[src/rtl/seg_scan_decoder_if.sv]
// Display-bus monitor interface: scanned segment bus in, decoded frame out.
// The bench holds the master side and the decoder holds the slave side.
interface seg_scan_decoder_if;
  logic [7:0]  seg;
  logic [1:0]  seg_select;
  logic [11:0] bcd;
  logic [9:0]  value;
  logic        value_valid;
  logic        in_range;
  logic        code_err;
  logic        timeout;

  modport master (
    output seg, seg_select,
    input  bcd, value, value_valid,
    input  in_range, code_err, timeout
  );

  modport slave (
    input  seg, seg_select,
    output bcd, value, value_valid,
    output in_range, code_err, timeout
  );
endinterface

[src/rtl/seg_scan_decoder.sv]
// Receive side of the muxed 7-seg bus: debounce each scanned digit,
// decode it to BCD, rebuild the 3-digit frame and convert it to binary.
module seg_scan_decoder #(
  parameter int STABLE_CYC  = 4,
  parameter int TIMEOUT_CYC = 1024
) (
  input  logic              clk,
  input  logic              rst,
  seg_scan_decoder_if.slave bus
);
  localparam int CW = $clog2(STABLE_CYC + 1);
  localparam int TW = $clog2(TIMEOUT_CYC + 1);

  typedef enum logic [1:0] {IDLE, COLLECT, EMIT} state_t;

  state_t        state;
  logic [8:0]    smp;
  logic [8:0]    prv;
  logic [CW-1:0] cnt;
  logic [TW-1:0] timer;
  logic [2:0]    have;
  logic [3:0]    dig_h;
  logic [3:0]    dig_t;
  logic [3:0]    dig_o;
  logic [11:0]   bcd_q;
  logic [9:0]    value_q;
  logic          valid_q;
  logic          range_q;
  logic          err_q;
  logic          tout_q;

  function automatic logic [4:0] decode(input logic [6:0] p);
    unique case (p)
      7'h3F:   decode = 5'h10;
      7'h06:   decode = 5'h11;
      7'h5B:   decode = 5'h12;
      7'h4F:   decode = 5'h13;
      7'h66:   decode = 5'h14;
      7'h6D:   decode = 5'h15;
      7'h7D:   decode = 5'h16;
      7'h07:   decode = 5'h17;
      7'h7F:   decode = 5'h18;
      7'h6F:   decode = 5'h19;
      default: decode = 5'h00;
    endcase
  endfunction

  function automatic logic [9:0] to_bin(
    input logic [3:0] h,
    input logic [3:0] t,
    input logic [3:0] o
  );
    to_bin = {h, 6'b0} + {1'b0, h, 5'b0}
           + {4'b0, h, 2'b0} + {3'b0, t, 3'b0}
           + {5'b0, t, 1'b0} + {6'b0, o};
  endfunction

  always_ff @(posedge clk) begin
    if (rst) begin
      smp <= '0;
      prv <= '0;
      cnt <= '0;
    end else begin
      smp <= {bus.seg_select, bus.seg[6:0]};
      prv <= smp;
      if (smp != prv)
        cnt <= CW'(1);
      else if (cnt != CW'(STABLE_CYC))
        cnt <= cnt + 1'b1;
    end
  end

  // Fires on the edge where the counter steps up to STABLE_CYC
  logic       cap;
  logic [4:0] dec;
  logic       legal;
  logic [2:0] bit_sel;
  logic [3:0] nh;
  logic [3:0] nt;
  logic [3:0] no;
  logic [2:0] nhave;
  logic [9:0] nval;

  assign dec   = decode(smp[6:0]);
  assign legal = dec[4];
  assign cap   = (smp == prv)
              && (cnt == CW'(STABLE_CYC - 1))
              && (smp[8:7] != 2'd3);

  always_comb begin
    nh      = dig_h;
    nt      = dig_t;
    no      = dig_o;
    bit_sel = 3'b000;
    unique case (smp[8:7])
      2'd0: begin
        nh      = dec[3:0];
        bit_sel = 3'b001;
      end
      2'd1: begin
        nt      = dec[3:0];
        bit_sel = 3'b010;
      end
      2'd2: begin
        no      = dec[3:0];
        bit_sel = 3'b100;
      end
      default: ;
    endcase
  end

  assign nhave = have | bit_sel;
  assign nval  = to_bin(nh, nt, no);

  always_ff @(posedge clk) begin
    if (rst) begin
      state   <= IDLE;
      have    <= '0;
      timer   <= '0;
      dig_h   <= '0;
      dig_t   <= '0;
      dig_o   <= '0;
      bcd_q   <= '0;
      value_q <= '0;
      valid_q <= 1'b0;
      range_q <= 1'b0;
      err_q   <= 1'b0;
      tout_q  <= 1'b0;
    end else begin
      valid_q <= 1'b0;
      err_q   <= 1'b0;
      tout_q  <= 1'b0;
      unique case (state)
        IDLE, EMIT: begin
          have  <= 3'b000;
          state <= IDLE;
          if (cap && legal) begin
            dig_h <= nh;
            dig_t <= nt;
            dig_o <= no;
            have  <= bit_sel;
            timer <= '0;
            state <= COLLECT;
          end else if (cap) begin
            err_q <= 1'b1;
          end
        end
        COLLECT: begin
          if (cap && legal) begin
            dig_h <= nh;
            dig_t <= nt;
            dig_o <= no;
            have  <= nhave;
            timer <= '0;
            // Result registers load here so the pulse lands in EMIT
            if (nhave == 3'b111) begin
              bcd_q   <= {nh, nt, no};
              value_q <= nval;
              range_q <= (nval <= 10'd255);
              valid_q <= 1'b1;
              state   <= EMIT;
            end
          end else if (cap) begin
            err_q <= 1'b1;
            have  <= 3'b000;
            state <= IDLE;
          end else if (timer == TW'(TIMEOUT_CYC - 1)) begin
            tout_q <= 1'b1;
            have   <= 3'b000;
            state  <= IDLE;
          end else begin
            timer <= timer + 1'b1;
          end
        end
        default: state <= IDLE;
      endcase
    end
  end

  assign bus.bcd         = bcd_q;
  assign bus.value       = value_q;
  assign bus.value_valid = valid_q;
  assign bus.in_range    = range_q;
  assign bus.code_err    = err_q;
  assign bus.timeout     = tout_q;
endmodule

[src/flat_wrapper.sv]
// flat-port wrapper written by rule: the top's interface ports become plain ports
module seg_scan_decoder_flat 
#(
  parameter int STABLE_CYC  = 4,
  parameter int TIMEOUT_CYC = 1024
)
  (clk, rst, bus_seg, bus_seg_select, bus_bcd, bus_value, bus_value_valid, bus_in_range, bus_code_err, bus_timeout);
  seg_scan_decoder_if bus_i ();
  input  logic clk;
  input  logic rst;
  input wire logic [$bits(bus_i.seg)-1:0] bus_seg;
  input wire logic [$bits(bus_i.seg_select)-1:0] bus_seg_select;
  output wire logic [$bits(bus_i.bcd)-1:0] bus_bcd;
  output wire logic [$bits(bus_i.value)-1:0] bus_value;
  output wire logic [$bits(bus_i.value_valid)-1:0] bus_value_valid;
  output wire logic [$bits(bus_i.in_range)-1:0] bus_in_range;
  output wire logic [$bits(bus_i.code_err)-1:0] bus_code_err;
  output wire logic [$bits(bus_i.timeout)-1:0] bus_timeout;
  assign bus_i.seg = bus_seg;
  assign bus_i.seg_select = bus_seg_select;
  assign bus_bcd = bus_i.bcd;
  assign bus_value = bus_i.value;
  assign bus_value_valid = bus_i.value_valid;
  assign bus_in_range = bus_i.in_range;
  assign bus_code_err = bus_i.code_err;
  assign bus_timeout = bus_i.timeout;
  seg_scan_decoder #(.STABLE_CYC(STABLE_CYC), .TIMEOUT_CYC(TIMEOUT_CYC)) u_core (.clk(clk), .rst(rst), .bus(bus_i));
endmodule
[config.mk]
export PLATFORM = sky130hd
export DESIGN_NAME = seg_scan_decoder_flat
export DESIGN_NICKNAME = d
export VERILOG_FILES = /design/src/rtl/seg_scan_decoder_if.sv /design/src/rtl/seg_scan_decoder.sv /design/src/flat_wrapper.sv
export SDC_FILE = /design/constraint.sdc
export NUM_CORES = 1
export LEC_CHECK = 0
export ABC_AREA = 1
export BUFFER_PORTS_ARGS = -buffer_cell sky130_fd_sc_hd__buf_2
export CAP_MARGIN = 15
export CELL_PAD_IN_SITES_DETAIL_PLACEMENT = 1
export CELL_PAD_IN_SITES_GLOBAL_PLACEMENT = 2
export CORE_MARGIN = 1.5
export CORE_UTILIZATION = 30
export DETAILED_ROUTE_END_ITERATION = 16
export GPL_TIMING_DRIVEN = 1
export HOLD_SLACK_MARGIN = 0.15
export MAX_ROUTING_LAYER = met4
export PLACE_DENSITY = 0.76
export SLEW_MARGIN = 20
export SYNTH_ARGS = -nofsm -noshare
export SYNTH_HDL_FRONTEND = slang
export SYNTH_SLANG_ARGS = --single-unit
[constraint.sdc]
create_clock -name clk -period 5.5 [get_ports clk]
set_clock_uncertainty 0.2 [all_clocks]
set_input_delay 0.55 -clock clk [delete_from_list [all_inputs] [get_ports clk]]
set_output_delay 0.55 -clock clk [all_outputs]
set_load 0.01 [all_outputs]
==> results_dict.tcl <==
set metrics [dict create \
    status "complete, no violations" \
    fin_cells 760 \
    num_antenna_cells 0 \
    area_delta_synth_final_pct 15.9 \
    required_ns 5.57 \
    p_per_area_mw_per_mm2 268 \
    max-cap-violations 0 \
    p_total_mw 1.22 \
    synth_cell_type_count 34 \
    grt-ovfl-total 0 \
    drt_wl_total_um 9830 \
    synth_top_area_cell "dfxtp_1" \
    dieWidth_um 118 \
    hp-class "primary input to register" \
    netlist_instances 549 \
    crit_path_end_kind "register" \
    cts_tree "built" \
    report.final.setup_viol 0 \
    worstPathArrival_ns 4.26 \
    grt_setup_unrepaired "no" \
    setup.worst_path.start "u_core.smp[0]" \
    p_sw_frac 0.233 \
    initial_core_util 0.309 \
    drive_above_1_share 0.131 \
    worstHoldStart "bus_seg[4]" \
    numPortBuffers 36 \
    netlist_area_mm2 0.00394 \
    worst_pin_slew_ns 1.03 \
    routed.top_layer "met4" \
    num_io_pins 38 \
    dieArea_mm2 0.0138 \
    slew_violations 0 \
    grt_pass1_wl_um 17000 \
    clockPowerShare 0.501 \
    hold_viol_final 0 \
    post-route-period-util 0.761 \
    finalSetupTns_ns 0 \
    crit_type "register to register" \
    holdBufCountCts 0 \
    cts-root-buf "clkbuf_16" \
    cts.clk_slew.worst_paths_ns 0.06 \
    fill_cells 1661 \
    yosysWarnings 0 \
    wl_met1_um 4610 \
    p_leak_nw 2.22 \
    start_kind "register" \
    grt_max_degree 39 \
    worstReg2RegStart "u_core.smp[0]" \
    dp_cells 744 \
    antenna_found_initial 0 \
    max_clock_freq_mhz 239 \
    multi_input_area_mm2 0.00209 \
    htreeDepth 3 \
    final_area_mm2 0.00456 \
    track_usage 0.157 \
    p_sw_mw 0.284 \
    antenna_left 0 \
    nNetsFinal 621 \
    num_rows 41 \
    place_area_mm2 0.00426 \
    path_max_fanout 4 \
    post-route-min-period_ns 4.19 \
    fp.dieH_um 118 \
    ir_drop_mv 0.150 \
    cts_buffers 9 \
    routabilityCongestion 0.814 \
    synth_top_area_share 0.376 \
    ys_seq_elements 74 \
    syn-num-nets 587 \
    core-area_mm2 0.0127 \
    place_hpwl_um 7140 \
    p_int_mw 0.937 \
    vias_per_cell 4.53 \
    dr_wl_met2_um 4790 \
    cts_sinks 74 \
    clockBufferDepth 2 \
    insertion_delay_ns 0.34 \
    met3_length_um 305 \
    grt_pass1_vias 3617 \
    synth_seq_area_share 0.376 \
    regArea_mm2 0.00148 \
    route.detailed.drc 0 \
    synthTopCellsByArea "dfxtp_1 38%, nor2_1 11%, nand2_1 10%" \
    comb_power_share 0.050 \
    slew_headroom 0.312 \
    postCtsResizedCells 0 \
    avgSynthCellArea_um2 7.17 \
    drt_iter0_drc 80 \
    seqPwrFrac 0.450 \
    wl_per_cell_um 12.9 \
    dr.pass1.iters 4 \
    cts_setup_buffers 0 \
    vias 3444 \
]
==> power groups by stage <==
| stage | logic, mW | clock network (mW) | registers, mW |
|---|---|---|---|
| after floorplan | 0.0456 | 0 | 0.559 |
| after global placement | 0.0600 | 0 | 0.561 |
| after detailed placement | 0.0619 | 0 | 0.561 |
| after CTS | 0.0625 | 0.632 | 0.550 |
| after global routing | 0.0703 | 0.648 | 0.550 |
| final | 0.0606 | 0.612 | 0.550 |
==> synth_stat cells (all sizes together) <==
library cell	count
a21oi	22
inv	74
clkbuf	8
xnor2	4
xor2	11
nor2	118
fa	7
ha	19
nand4	5
a21boi	1
buf	7
o21ai	46
nand3b	3
o211ai	2
nor3	7
a211oi	2
dfxtp	74
nor4	1
or2	1
nand3	22
o31ai	1
nand2	113
o21a	1
==> routing by layer <==
| layer | up-vias | global-route usage |
|---|---|---|
| li1 | 1787 | - |
| met1 | 1612 | 0.177 |
| met2 | 34 | 0.269 |
| met3 | 11 | 0.0470 |
| met4 | 0 | 0.0457 |
| met5 | - | - |
==> logic make-up (layout without fill, tap and decap cells) <==
group                      after synthesis  count (layout)  synth area share
AOI/OAI and AO/OA                       75              75            0.0998
xor gates and xnor gates                15              15            0.0334
adders and majority gates               26              26            0.0960
buffers and inverters                   89             128            0.0938
DFF                                     74              74             0.376
and+or+nand+nor                        270             270             0.301
==> worst paths after layout <==
check | slack, ns | to | depth (start not counted)
setup / recovery | 1.31 | u_core.bus.in_range | 18
hold / removal | 0.20 | u_core.smp[4] | 3
setup reg to reg | 1.31 | u_core.bus.in_range | 18
hold reg to reg | 0.25 | u_core.dig_t[2] | 2
==> stage by stage <==
stage | worst slack, ns | hold slack [ns] | util
floorplan | 1.82 | 0.225 | -
global placement | 1.32 | 0.235 | 0.334
detailed placement | 1.30 | 0.245 | 0.334
CTS | 1.27 | 0.192 | 0.359
global route | 0.914 | 0.212 | 0.359
finish | 1.31 | 0.203 | 0.359
==> critical path, stage by stage, from the launching register on <==
cell and delay (ns):
dfxtp_1 0.41, nand2_1 0.13, nor2_2 0.19, nand2_1 0.12, nand4_1 0.11, a21oi_1 0.09
o21ai_0 0.37, inv_1 0.12, fa_1 0.49, inv_1 0.06, fa_1 0.46, ha_1 0.25
fa_1 0.43, nand4_1 0.11, nand3_1 0.10, xor2_1 0.16, nor2_1 0.10, nand2_1 0.06
a21oi_1 0.14
==> flip-flops by register name (all words and copies together) (netlist names), 2 cells and up <==
| register | flops |
|---|---|
| u_core.bus.bcd | 11 |
| u_core.timer | 11 |
| u_core.bus.value | 10 |
| u_core.prv | 9 |
| u_core.smp | 9 |
| u_core.dig_h | 4 |
| u_core.dig_o | 4 |
| u_core.dig_t | 4 |
| u_core.cnt | 3 |
| u_core.have | 3 |
| u_core.state | 2 |
==> layout by cell type (no fill, tap or decap), drive strengths merged <==
| cell type | synthesis | final |
|---|---|---|
| nor4 | 1 | 1 |
| clkinvlp | 0 | 2 |
| nor3 | 7 | 7 |
| fa | 7 | 7 |
| xor2 | 11 | 11 |
| inv | 74 | 73 |
| or2 | 1 | 1 |
| clkinv | 0 | 2 |
| o211ai | 2 | 2 |
| nand2 | 113 | 113 |
| clkbuf | 8 | 12 |
| o21ai | 46 | 46 |
| a211oi | 2 | 2 |
| buf | 7 | 38 |
| o31ai | 1 | 1 |
| nand4 | 5 | 5 |
| nand3b | 3 | 3 |
| dfxtp | 74 | 74 |
| xnor2 | 4 | 4 |
| a21boi | 1 | 1 |
| nand3 | 22 | 22 |
| bufinv | 0 | 1 |
| o21a | 1 | 1 |
| nor2 | 118 | 118 |
| ha | 19 | 19 |
| a21oi | 22 | 22 |
==> cell type report <==
type / instances / share of cell area
clock inverters: 4 / 0.0110
clock buffers: 12 / 0.0562
repair buffers: 38 / 0.0428
well taps: 172 / 0.0472
inverters: 74 / 0.0609
multi-input cells: 386 / 0.457
flip-flops and latches: 74 / 0.325
No activity file was read; power rests on OpenSTA's default activity.
